**src/rtl/rr_index_encoder.sv**
```systemverilog
// Round-robin request-to-index encoder for the 32-entry register file.
// Requests are gathered into a sticky pending set. One index is granted per
// valid/ready handshake, with a one-hot copy of the index and a registered
// count of the pending requests. This is the inverse of the register file's
// 5-to-32 one-hot address decode.
module rr_index_encoder #(
  parameter int N  = 32,
  parameter int W  = 5,
  parameter int CW = 6
) (
  input  logic          clk,
  input  logic          rst_n,
  input  logic [N-1:0]  req_in,
  input  logic          flush,
  output logic          out_valid,
  input  logic          out_ready,
  output logic [W-1:0]  out_idx,
  output logic [N-1:0]  out_onehot,
  output logic [CW-1:0] pend_count
);

  logic [N-1:0]  pending_q, pending_d;
  logic [W-1:0]  ptr_q, ptr_d;
  logic          out_valid_q, out_valid_d;
  logic [W-1:0]  out_idx_q, out_idx_d;
  logic [N-1:0]  out_onehot_q, out_onehot_d;
  logic [CW-1:0] pend_count_q, pend_count_d;

  logic [W-1:0]  sel;
  logic          any;
  logic          load;
  logic [N-1:0]  sel_onehot;
  logic [N-1:0]  clr;

  // Number of set bits; CW is wide enough to hold N.
  function automatic logic [CW-1:0] popcount(input logic [N-1:0] v);
    logic [CW-1:0] cnt;
    cnt = '0;
    for (int i = 0; i < N; i++) begin
      cnt = cnt + CW'(v[i]);
    end
    return cnt;
  endfunction

  // Rotating priority scan: first pending bit at or after ptr, wrapping at N.
  always_comb begin
    logic [W-1:0] idx;
    logic         found;
    sel   = '0;
    found = 1'b0;
    idx   = '0;
    for (int i = 0; i < N; i++) begin
      idx = ptr_q + W'(i);
      if (!found && pending_q[idx]) begin
        sel   = idx;
        found = 1'b1;
      end
    end
    any = |pending_q;
  end

  assign sel_onehot = N'(1) << sel;

  // Next-state: flush beats everything; otherwise load a new grant or hold on stall.
  always_comb begin
    load         = ~out_valid_q | out_ready;
    out_valid_d  = out_valid_q;
    out_idx_d    = out_idx_q;
    out_onehot_d = out_onehot_q;
    ptr_d        = ptr_q;
    clr          = '0;
    pending_d    = pending_q;
    if (flush) begin
      out_valid_d  = 1'b0;
      out_onehot_d = '0;
      pending_d    = '0;
    end else begin
      if (load) begin
        if (any) begin
          out_valid_d  = 1'b1;
          out_idx_d    = sel;
          out_onehot_d = sel_onehot;
          ptr_d        = sel + W'(1);
          clr          = sel_onehot;
        end else begin
          out_valid_d  = 1'b0;
          out_onehot_d = '0;
        end
      end
      // A same-cycle re-request of the granted bit keeps it pending.
      pending_d = (pending_q & ~clr) | req_in;
    end
    pend_count_d = popcount(pending_d);
  end

  // State registers with synchronous active-low reset.
  always_ff @(posedge clk) begin
    if (!rst_n) begin
      pending_q    <= '0;
      ptr_q        <= '0;
      out_valid_q  <= 1'b0;
      out_idx_q    <= '0;
      out_onehot_q <= '0;
      pend_count_q <= '0;
    end else begin
      pending_q    <= pending_d;
      ptr_q        <= ptr_d;
      out_valid_q  <= out_valid_d;
      out_idx_q    <= out_idx_d;
      out_onehot_q <= out_onehot_d;
      pend_count_q <= pend_count_d;
    end
  end

  assign out_valid  = out_valid_q;
  assign out_idx    = out_idx_q;
  assign out_onehot = out_onehot_q;
  assign pend_count = pend_count_q;

endmodule

```
**config.mk**
```make
export PLATFORM = sky130hd
export DESIGN_NAME = rr_index_encoder
export DESIGN_NICKNAME = d
export VERILOG_FILES = /design/src/rtl/rr_index_encoder.sv
export SDC_FILE = /design/constraint.sdc
export NUM_CORES = 1
export LEC_CHECK = 0
export BUFFER_PORTS_ARGS = -buffer_cell sky130_fd_sc_hd__buf_4
export CAP_MARGIN = 20
export CORE_MARGIN = 3
export CORE_UTILIZATION = 60
export DETAILED_ROUTE_END_ITERATION = 8
export GPL_TIMING_DRIVEN = 1
export PLACE_DENSITY_LB_ADDON = 0.08
export SYNTH_ARGS = -nofsm -noshare
export SYNTH_HDL_FRONTEND = slang
export SYNTH_SLANG_ARGS = --single-unit
```
**constraint.sdc**
```tcl
create_clock -name clk -period 11.1 [get_ports clk]
set_input_delay 0.555 -clock clk [delete_from_list [all_inputs] [get_ports clk]]
set_output_delay 0.555 -clock clk [all_outputs]
set_load 0.005 [all_outputs]
```
# ---- Yosys cells after proc, flatten, opt, wreduce, memory -nomap -nowiden
# Index checks and enable logic that the tools add are counted.
dict set report classes {
  n_addsub 63
  multipliers 0
  div_mod_pow 0
  n_lt_le_gt_ge 32
  eq_ne 0
  shifts 1
  mux 132
  n_bitwise 7
  reduce_logical 65
}
# cell count
set ops {}
lappend ops {{5-bit by 6-bit < comparator with 1-bit output (second input constant)} 32}
lappend ops {{1-bit binary-select mux with 5-bit select} 32}
lappend ops {{5-bit two-way mux} 32}
lappend ops {{6-bit by 1-bit adder with 6-bit output} 26}
lappend ops {{32-bit two-way mux} 4}
lappend ops {{5-bit adder (second input constant)} 16}
lappend ops {{1-bit two-way mux} 64}
lappend ops {{5-bit by 4-bit adder with 5-bit output (second input constant)} 8}
lappend ops {{32-bit bitwise AND} 1}
lappend ops {{32-bit inverter} 1}
lappend ops {{32-bit OR} 1}
lappend ops {{32-bit OR reduction} 1}
lappend ops {{1-bit by 5-bit left shift with 32-bit output (first input constant)} 1}
lappend ops {{1-bit logical AND} 31}
lappend ops {{1-bit logical NOT} 31}
lappend ops {{5-bit by 3-bit adder with 5-bit output (second input constant)} 4}
lappend ops {{5-bit by 1-bit adder with 5-bit output (second input constant)} 2}
lappend ops {{5-bit by 2-bit adder with 5-bit output (second input constant)} 2}
lappend ops {{5-bit by 1-bit adder with 6-bit output} 1}
lappend ops {{4-bit by 1-bit adder with 5-bit output} 1}
lappend ops {{3-bit by 1-bit adder with 4-bit output} 1}
lappend ops {{2-bit by 1-bit adder with 3-bit output} 1}
lappend ops {{1-bit inverter} 3}
lappend ops {{3-bit AND reduction} 1}
lappend ops {{3 further kinds} 3}
dict set report totals {
  regBits 81
  latch_bits 0
  ram_bits 0
  mem_bits_ro 0
  output_inout_bits 44
  memories 0
}

# ---- Longest topological paths before layout
# Gate-level depths: netlist (run 1).
dict set report logic_depth {
  ltp_word 135
  ltp_mapped 43
  ltp_nobuf 35
}

# ---- Least setup slack after synthesis (run 1)
# No wires, ideal clock.
dict set report synth_timing {
  kind {reg2reg}
  start {register ptr_q[1]}
  end {register pend_count_q[4] (netlist: pend_count[4])}
  arrival_ns 10.012
  slack_ns 0.973
  path_stages_with_launch 38
  cell_sequence {dfxtp_1 > buf_4 > buf_6 > buf_6 > buf_6 > inv_1 > ha_1 > buf_2 > mux2_2 > mux4_2 > mux2_2 > mux2i_2 > nand3_2 > or3_4 > nor4b_4 > a221oi_2 > a221oi_2 > a211oi_2 > [... 2 more ...] > ha_1 > clkbuf_1 > nand3b_1 > nor4_2 > or3_1 > fa_1 > fa_1 > fa_1 > fa_1 > fa_1 > inv_1 > fa_1 > ha_1 > fa_1 > a21o_1 > a21oi_1 > xnor2_1 > and2_1}
}
dict set report synth_via {
  elab_chain_cells 135
}
# element line_no
set synth_rtl {}
lappend synth_rtl {{start: declaration} 23} ;# logic [W-1:0] ptr_q, ptr_d;
lappend synth_rtl {{start signal: assignment} 107} ;# ptr_q <= ptr_d;
lappend synth_rtl {{parallel branches: the longest is 95 deep, another holds 5-bit by 1-bit adder with 5-bit output} n/a}
lappend synth_rtl {{5-bit two-way mux (*)} 54} ;# if (!found && pending_q[idx]) begin
lappend synth_rtl {{named net sel[1]} 29} ;# logic [W-1:0] sel;
lappend synth_rtl {{1-bit by 5-bit left shift with 32-bit output (*)} 62} ;# assign sel_onehot = N'(1) << sel;
lappend synth_rtl {{32-bit two-way mux (*)} 79} ;# if (any) begin
lappend synth_rtl {{32-bit two-way mux (*)} 78} ;# if (load) begin
lappend synth_rtl {{32-bit two-way mux (*)} 73} ;# if (flush) begin
lappend synth_rtl {{32-bit inverter (*)} 91} ;# pending_d = (pending_q & ~clr) | req_in;
lappend synth_rtl {{[... 2 more ...]} n/a}
lappend synth_rtl {{32-bit two-way mux (*)} 73}
lappend synth_rtl {{1-bit by 1-bit adder with 2-bit output} 40} ;# cnt = cnt + CW'(v[i]);
lappend synth_rtl {{2-bit by 1-bit adder with 3-bit output} 40}
lappend synth_rtl {{3-bit by 1-bit adder with 4-bit output} 40}
lappend synth_rtl {{4-bit by 1-bit adder with 5-bit output} 40}
lappend synth_rtl {{5-bit by 1-bit adder with 6-bit output} 40}
lappend synth_rtl {{6-bit by 1-bit adder with 6-bit output (25 in a row)} 40}
lappend synth_rtl {{6-bit by 1-bit adder with 6-bit output (*)} 40}
lappend synth_rtl {{end signal: assignment} 111} ;# pend_count_q <= pend_count_d;
lappend synth_rtl {{end: declaration} 27} ;# logic [CW-1:0] pend_count_q, pend_count_d;
# Mark *: on every way through the listed nets, which the timed path passes. The select of a mux whose other input is x is not followed.
# A chain may end at the register's enable or synchronous reset.

# ---- Worst setup path in the final report (run 1)
dict set report layout_timing {
  start {register ptr_q[2]}
  end {register pend_count_q[4] (netlist: pend_count[4])}
}
# element line_no
set layout_lines {}
lappend layout_lines {{parallel branches: the longest is 95 deep, another holds 5-bit by 1-bit adder with 5-bit output} n/a}
lappend layout_lines {{5-bit two-way mux (*)} 54}
lappend layout_lines {{named net sel[1]} 29}
lappend layout_lines {{1-bit by 5-bit left shift with 32-bit output (*)} 62}
lappend layout_lines {{32-bit two-way mux (*)} 79}
lappend layout_lines {{32-bit two-way mux (*)} 78}
lappend layout_lines {{32-bit two-way mux (*)} 73}
lappend layout_lines {{32-bit inverter (*)} 91}
lappend layout_lines {{32-bit bitwise AND (*)} 91}
lappend layout_lines {{32-bit OR (*)} 91}
lappend layout_lines {{32-bit two-way mux (*)} 73}
lappend layout_lines {{named net pending_d[5]} 22} ;# logic [N-1:0] pending_q, pending_d;
lappend layout_lines {{5-bit by 1-bit adder with 6-bit output (*)} 40}
lappend layout_lines {{6-bit by 1-bit adder with 6-bit output (*) (26 in a row)} 40}
# Marks and branches as above.

==> results of run 1 <==
==> synth_stat cells, types with 8 or more instances <==
master / count
a21o_1: 9
nand2b_1: 8
fa_1: 24
buf_2: 25
nand2_1: 129
mux2_1: 10
nor4_1: 29
xor2_1: 13
o21ai_0: 50
or3_1: 12
o22ai_1: 16
xnor2_1: 21
ha_1: 22
a21oi_1: 58
nand3_1: 24
a211oi_1: 15
nor3_1: 57
buf_6: 13
and2_1: 18
mux2_2: 43
a22oi_1: 9
nor2b_1: 18
buf_4: 12
nor2_1: 103
o21ai_1: 15
mux2i_1: 59
mux4_2: 85
a31oi_1: 12
clkbuf_1: 41
a32o_1: 10
o21a_1: 10
nand4_1: 9
dfxtp_1: 81
inv_1: 55
a22o_1: 8
a311oi_1: 8
==> through the flow <==
stage | instance area [um2] | hold slack, ns | instances
final | 12600 | 0.432 | 1597
after detailed placement | 12200 | 0.445 | 1578
after global placement | 12200 | 0.439 | 1578
after global routing | 12600 | 0.449 | 1594
after floorplan | 11400 | 0.446 | 1303
after CTS | 12600 | 0.432 | 1594
==> registers in the layout, indices dropped and copies added, names as in the netlist <==
signal      flops
out_idx         5
out_onehot     32
out_valid       1
pend_count      6
pending_q      32
ptr_q           5
==> final timing paths <==
check              from  slack, ns  cells past startpoint       endpoint
min          req_in[20]       0.43                      2  pending_q[20]
max            ptr_q[2]       0.34                     32  pend_count[4]
min reg2reg  out_idx[3]       0.46                      2     out_idx[3]
max reg2reg    ptr_q[2]       0.34                     32  pend_count[4]
==> per-layer routing <==
metal	up-vias	track usage, %	routed length (um)
met1	5747	55.7	16000
li1	5097	-	-
met3	311	9.92	6060
met2	1148	69.4	20500
met5	-	0	0
met4	0	32.0	4310
==> final cells by class <==
cell class / count / area share, %
diodes: 3 / 0.0594
clock buffers: 9 / 1.78
clock inverters: 7 / 1.03
inverters: 58 / 1.76
multi-input cells: 1069 / 71.7
flip-flops and latches: 81 / 12.9
well taps: 229 / 2.27
repair buffers: 141 / 8.53
==> worst register-to-register path: cells and delay by family (launching register included) <==
| kind | cells | cell delay (ns) |
|---|---|---|
| AOI/OAI and AO/OA | 5 | 1.34 |
| buffers and inverters | 4 | 0.67 |
| xor gates and xnor gates | 2 | 0.60 |
| DFF | 1 | 0.60 |
| adders and majority gates | 10 | 4.51 |
| and+or+nand+nor | 11 | 2.91 |
==> logic make-up after synthesis <==
| group | Yosys count |
|---|---|
| fa+ha+maj | 46 |
| mux | 199 |
| flops | 81 |
| compound gates | 320 |
| simple gates | 464 |
| buf+inv | 153 |
| xor+xnor | 40 |
==> results.md, run 1 <==
* Most frequent cell on the critical path: fa_1
* Initial drt markers at 1804
* Syn. warnings at 0
* Commonest non-fill, non-tap cells in the layout: buf_4, nand2_1, nor2_1
* Tightest Pin Transition at 0.951 ns
* Top cell type's share of synthesized area at 16.8%
* CTS tree: done
* Sequential area share after synthesis at 14.2%
* CTS Root Cell: clkbuf_16
* Post-CTS sizing at 0
* Minimum clock period at 10.76 ns
* Row count at 49
* Starting Density at 62.3%
* Tot GR Track Use at 45.0%
* Fin nets at 1442
* HP Class: input pin to flop
* Vias in the first global route at 11700
* DRT antenna net count at 0
* Commonest non-fill, non-tap cell in the layout: buf_4
* CP endpoint kind: flop
* Clk_skew at 0.00877 ns
* Synth Area in Compound Gates at 20.3%
* Multi-input logic area at 9070 um2
* Reg area at 1630 um2
* Die area at 20700 um2
* Overall die height at 144 um
* Num ports at 80
* Crit Path Class: flop to flop
* EDFF count, synth at 0
* Final core utilization at 69.0%
* Dominant synthesized flop cell: dfxtp_1
* CP max FO at 31
* Core area at 18300 um2
* Avg Cell Area, Syn at 8.76 um2
* Fmax at 92.9 MHz
* Final period util at 97.0%
* Largest family of logic cells by synthesized area: multiplexers
* Post-Synth Adder-Cell Area at 6.62%
* RSZ-0062 raised after global routing: no
* Worst-Skew Late Latency at 0.34 ns
* RePlAce Congestion at 1.10
* Asr flop ratio synth at 0%
* TNS Setup at 0 ns
* Post-Syn Area at 11400 um2
* Syn Inst Count at 1303
* Antenna violations before repair at 2
* Simple-gate share of the synthesized area at 21.4%
* Layout cell share with drive strength beyond 1 at 25.5%
* Area growth, synth to finish at 10.8%
* Max-Cap Viols at 0
* Crit path DAT at 11.00 ns
* Main area contributors after synthesis: mux4_2, dfxtp_1, mux2i_1
* Final setup viols at 0
* Final worst slack at 0.337 ns
* Clk slew on worst S/H paths at 0.07 ns
* Pre-CTS setup slack at 0.361 ns
* CP Launch Type: flop
* Outcome: complete, no violations
* Detail Placement HPWL at 35.9 mm
* Via density at 7.70
* Final Hold Fails at 0
* Clock Path Buffers at 2
* Distinct cells, synth at 110
* Num CTS Buffers at 9
* Drt drc at 0
* Buffer and inverter count on the worst path at 4
* Wire per inst at 29.3 um
* H-tree levels at 3
* CP required at 11.33 ns
* Synth Area in XOR/XNOR at 3.46%
* First-pass GRT wire length at 70.6 mm
* Clk sinks at 81
* FF+latch count, synth at 81
* Vias at 12300
* CP max stage delay at 0.60 ns
* Fin. max-slew vios at 0
* CP max stage cell: dfxtp_1
* Setup bufs post-CTS at 0
* Post-synthesis mux area share at 27.4%
* Total Wirelength at 46.8 mm
* Relative slew slack at 36.1%
* Pin count of the biggest net entering global routing at 72
* Syn nets at 1385
* GR Overflow Total at 0
* Fillers at 1437
* Leading area contributor after synthesis: mux4_2
* Die Width at 144 um
* Initial DRT Pass Iterations at 6
* Delay-heaviest family, CP: adder cells
* Cts-stage hold buffer count at 0
* Number of port buffers at 79
Power of run 1 is left out: the tool's default activity adds up to more than one toggle a clock period on the data nets, which glitch-free logic cannot reach.
==> run 2, diff against run 1 <==
--- a/config.mk
+++ b/config.mk
@@ -8,7 +8,7 @@
 export BUFFER_PORTS_ARGS = -buffer_cell sky130_fd_sc_hd__buf_4
 export CAP_MARGIN = 20
 export CORE_MARGIN = 3
-export CORE_UTILIZATION = 60
+export CORE_UTILIZATION = 30
 export DETAILED_ROUTE_END_ITERATION = 8
 export GPL_TIMING_DRIVEN = 1
 export PLACE_DENSITY_LB_ADDON = 0.08
==> results.md, run 2 (same netlist as run 1, synthesis figures left out) <==
* CP max stage cell: xor2_2
* Delay-heaviest family, CP: adder cells
* GR Overflow Total at 0 (unchanged)
* CP Launch Type: flop
* Wire per inst at 27.9 um (-5.1%)
* CP max stage delay at 0.66 ns (+0.06 ns)
* Detail Placement HPWL at 41.4 mm (+15%)
* Final core utilization at 35.1% (-34 points)
* Post-CTS sizing at 0 (unchanged)
* Buffer and inverter count on the worst path at 5 (+1)
* Vias at 11500 (-6.5%)
* Drt drc at 0 (unchanged)
* CTS Root Cell: clkbuf_16
* Clk_skew at 0.00618 ns (-0.00259 ns)
* First-pass GRT wire length at 77.2 mm (+9.3%)
* Setup bufs post-CTS at 0 (unchanged)
* Die Width at 201 um (+40%)
* Number of port buffers at 79 (unchanged)
* Fin. max-slew vios at 0 (unchanged)
* Minimum clock period at 10.55 ns (-0.217 ns)
* CTS tree: done
* CP max FO at 9 (-71%)
* Tot GR Track Use at 25.3% (-20 points)
* TNS Setup at 0 ns (unchanged)
* H-tree levels at 3 (unchanged)
* Cts-stage hold buffer count at 0 (unchanged)
* CP endpoint kind: flop
* Worst-Skew Late Latency at 0.35 ns (about the same)
* Final period util at 95.0% (-2.0 points)
* Clock Path Buffers at 2 (unchanged)
* Final setup viols at 0 (unchanged)
* Fin nets at 1455 (+0.90%)
* Layout cell share with drive strength beyond 1 at 26.1% (+0.63 points)
* Clk sinks at 81 (unchanged)
* Crit path DAT at 10.80 ns (-0.20 ns)
* Antenna Cells at 0 (-3)
* RePlAce Congestion at 0.989 (-9.7%)
* Initial drt markers at 1429 (-21%)
* HP Class: input pin to flop
* Fmax at 94.8 MHz (+2.1%)
* Row count at 70 (+43%)
* Via density at 6.11 (-21%)
* Starting Density at 30.8% (-31 points)
* Total Wirelength at 52.4 mm (+12%)
* Overall die height at 201 um (+40%)
* Fillers at 3836 (+170%)
* Commonest non-fill, non-tap cells in the layout: buf_4, nand2_1, nor2_1
* Tightest Pin Transition at 0.923 ns (-0.0279 ns)
* Final Hold Fails at 0 (unchanged)
* Max-Cap Viols at 0 (unchanged)
* Die area at 40400 um2 (+95%)
* Outcome: complete, no violations
* DRT antenna net count at 0 (unchanged)
* Crit Path Class: flop to flop
* Most frequent cell on the critical path: fa_1
* Num ports at 80 (unchanged)
* Pin count of the biggest net entering global routing at 60 (-17%)
* Initial DRT Pass Iterations at 6 (unchanged)
* Clk slew on worst S/H paths at 0.07 ns (about the same)
* Antenna violations before repair at 0 (-2)
* Vias in the first global route at 11300 (-3.3%)
* Num CTS Buffers at 9 (unchanged)
* CP required at 11.35 ns (+0.02 ns)
* Relative slew slack at 38.1% (+2.0 points)
* Core area at 37000 um2 (+100%)
* Area growth, synth to finish at 13.8%
* RSZ-0062 raised after global routing: no
* Commonest non-fill, non-tap cell in the layout: buf_4
[run 2: final cells by class]
cell class                      count  area (um2)  area share, %
Clock inverter                      7        77.6          0.597
Inverter                           58         223           1.71
Clock buffer                        9         225           1.73
Sequential cell                    81        1630           12.5
Multi-Input combinational cell   1069        9040           69.6
Tap cell                          504         631           4.85
Timing Repair Buffer              154        1170           9.00
[run 2: through the flow]
stage | instance area, um2 | std cells | hold slack [ns] | setup WS (ns)
6_report | 13000 | 1882 | 0.423 | 0.554
5_1_grt | 13000 | 1882 | 0.427 | 0.0854
4_1_cts | 13000 | 1882 | 0.417 | 0.637
3_5_place_dp | 12700 | 1866 | 0.447 | 0.683
3_3_place_gp | 12700 | 1866 | 0.440 | 0.649
2_1_floorplan | 11400 | 1303 | 0.446 | 0.973
[run 2: path summary, 6_finish.rpt]
path                 startpoint             to  slack [ns]  cells past startpoint
setup reg to reg       ptr_q[1]  pend_count[4]        0.55                     32
hold / removal       req_in[23]  pending_q[23]        0.42                      2
setup / recovery       ptr_q[1]  pend_count[4]        0.55                     32
hold reg to reg   out_onehot[9]  out_onehot[9]        0.45                      2
[run 2: routing by layer]
layer  track usage (%)  up-vias  wire length, um
li1                  -     5133                -
met1              33.9     5659            22300
met2              40.2      597            23800
met3              3.96      116             3760
met4              11.2        0             2550
met5                 0        -                0
[run 2: worst reg2reg max path, delay by kind of cell (launching register included)]
family	cells	cell delay, ns
compound gates	4	0.88
xor+xnor	2	0.74
fa+ha+maj	10	4.56
buf+inv	5	0.57
flops	1	0.36
mux	1	0.67
simple gates	10	2.67
Power of run 2 is left out for the same reason.
==> run 3, diff against run 2 <==
==> constraint.sdc (replaced) <==
create_clock -name clk -period 12.4 [get_ports clk]
set_input_delay 0.62 -clock clk [delete_from_list [all_inputs] [get_ports clk]]
set_output_delay 0.62 -clock clk [all_outputs]
set_load 0.005 [all_outputs]
==> results.md, run 3 (same netlist as run 1, synthesis figures left out) <==
* Worst Hold Launch: out_onehot[2]
* Most frequent cell on the critical path: fa_1
* Clk slew on worst S/H paths at 0.07 ns (about the same)
* Initial DRT Pass Iterations at 5 (-1)
* CP Launch Point: ptr_q[2]
* CP max FO at 22 (+13)
* Max-Cap Viols at 0 (unchanged)
* Overall die height at 201 um (unchanged)
* Die Width at 201 um (unchanged)
* Core area at 37000 um2 (unchanged)
* Drt drc at 0 (unchanged)
* Number of port buffers at 79 (unchanged)
* Worst Hold Path EP: out_onehot[2]
* Antenna Cells at 0 (unchanged)
* Total Wirelength at 52.8 mm (+0.70%)
* Via density at 6.23 (+2.0%)
* Row count at 70 (unchanged)
* Cts-stage hold buffer count at 0 (unchanged)
* Reg-to-Reg Start: ptr_q[2]
* R2R Setup Slk at 1.07 ns (+0.52 ns)
* Layout cell share with drive strength beyond 1 at 24.1% (-2.0 points)
* Clk_skew at 0.00928 ns (+0.00310 ns)
* Final Hold Fails at 0 (unchanged)
* Wire per inst at 28.6 um (+2.7%)
* Num CTS Buffers at 9 (unchanged)
* Buffer and inverter count on the worst path at 5 (unchanged)
* Vias in the first global route at 11100 (-1.8%)
* Crit path DAT at 11.57 ns (+0.77 ns)
* Setup bufs post-CTS at 0 (unchanged)
* Antenna violations before repair at 1 (+1)
* Worst r2r dst: pend_count[4]
* H-tree levels at 3 (unchanged)
* Outcome: complete, no violations
* Fmax at 88.3 MHz (-6.9%)
* CP max stage cell: mux2i_2
* Final setup viols at 0 (unchanged)
* TNS Setup at 0 ns (unchanged)
* Num ports at 80 (unchanged)
* Tightest Pin Transition at 1.06 ns (+0.139 ns)
* RePlAce Congestion at 0.951 (-3.8%)
* Pin count of the biggest net entering global routing at 79 (+32%)
* Worst hold stages at 2 (unchanged)
* Fin. max-slew vios at 0 (unchanged)
* Fillers at 3930 (+2.5%)
* Relative slew slack at 28.8% (-9.3 points)
* FF-to-FF path depth at 33 (+3.1%)
* Clock Path Buffers at 2 (unchanged)
* CP Launch Type: flop
* Initial drt markers at 1095 (-23%)
* Post-CTS sizing at 0 (unchanged)
* CTS tree: done
* Final period util at 91.4% (-3.7 points)
* Delay-heaviest family, CP: adder cells
* Detail Placement HPWL at 41.4 mm (about the same)
* RSZ-0062 raised after global routing: no
* Clk sinks at 81 (unchanged)
* Vias at 11500 (-0.035%)
* CP endpoint kind: flop
* Minimum clock period at 11.33 ns (+0.782 ns)
* Worst-Skew Late Latency at 0.35 ns (about the same)
* Die area at 40400 um2 (unchanged)
* GR Overflow Total at 0 (unchanged)
* Commonest non-fill, non-tap cells in the layout: nand2_1, buf_4, nor2_1
* First-pass GRT wire length at 77.7 mm (+0.76%)
* DRT antenna net count at 0 (unchanged)
* Starting Density at 30.8% (unchanged)
* HP Class: flop to flop
* Tot GR Track Use at 25.4% (+0.16 points)
* Commonest non-fill, non-tap cell in the layout: nand2_1
* Crit Path Class: flop to flop
* Area growth, synth to finish at 11.5%
* Fin nets at 1418 (-2.5%)
* CP required at 12.64 ns (+1.29 ns)
* CTS Root Cell: clkbuf_16
* CP max stage delay at 0.64 ns (-0.02 ns)
==> run 3: tightest hold or removal path, stage by stage, from the launching register on <==
cell	delay [ns]
dfxtp_1	0.32
nand2_1	0.05
o21ai_1	0.05
==> run 3: area by class of cell <==
type / count / area (um2) / area share (%)
Multi-Input combinational cell: 1069 / 9040 / 71.0
Sequential cell: 81 / 1630 / 12.8
Timing Repair Buffer: 117 / 903 / 7.10
Tap cell: 504 / 631 / 4.96
Clock buffer: 9 / 225 / 1.77
Inverter: 58 / 223 / 1.75
Clock inverter: 7 / 75.1 / 0.590
==> run 3: worst max path at each step <==
stage / endpoint / cells after the start
2_1_floorplan: pend_count[4] / 37
3_3_place_gp: pend_count[4] / 34
6_report: pend_count[4] / 33
4_1_cts: pend_count[4] / 34
3_5_place_dp: pend_count[4] / 34
5_1_grt: pend_count[4] / 33
==> run 3: through the flow <==
step                      area [um2]  utilization (%)  hold WS, ns  setup WS [ns]  std cells
final                          12700             34.3        0.456           1.07       1845
after global placement         12400             33.5        0.447           1.13       1829
after global routing           12700             34.3        0.484          0.503       1845
after CTS                      12700             34.3        0.464           1.18       1845
after detailed placement       12400             33.5        0.447           1.19       1829
after floorplan                11400                -        0.446           2.27       1303
==> run 3: metal layers <==
metal / track usage [%] / routed length, um
met2: 42.1 / 24900
met3: 2.97 / 3410
met4: 7.48 / 1670
met1: 35.0 / 22800
met5: 0 / 0
Power of run 3 is left out for the same reason.
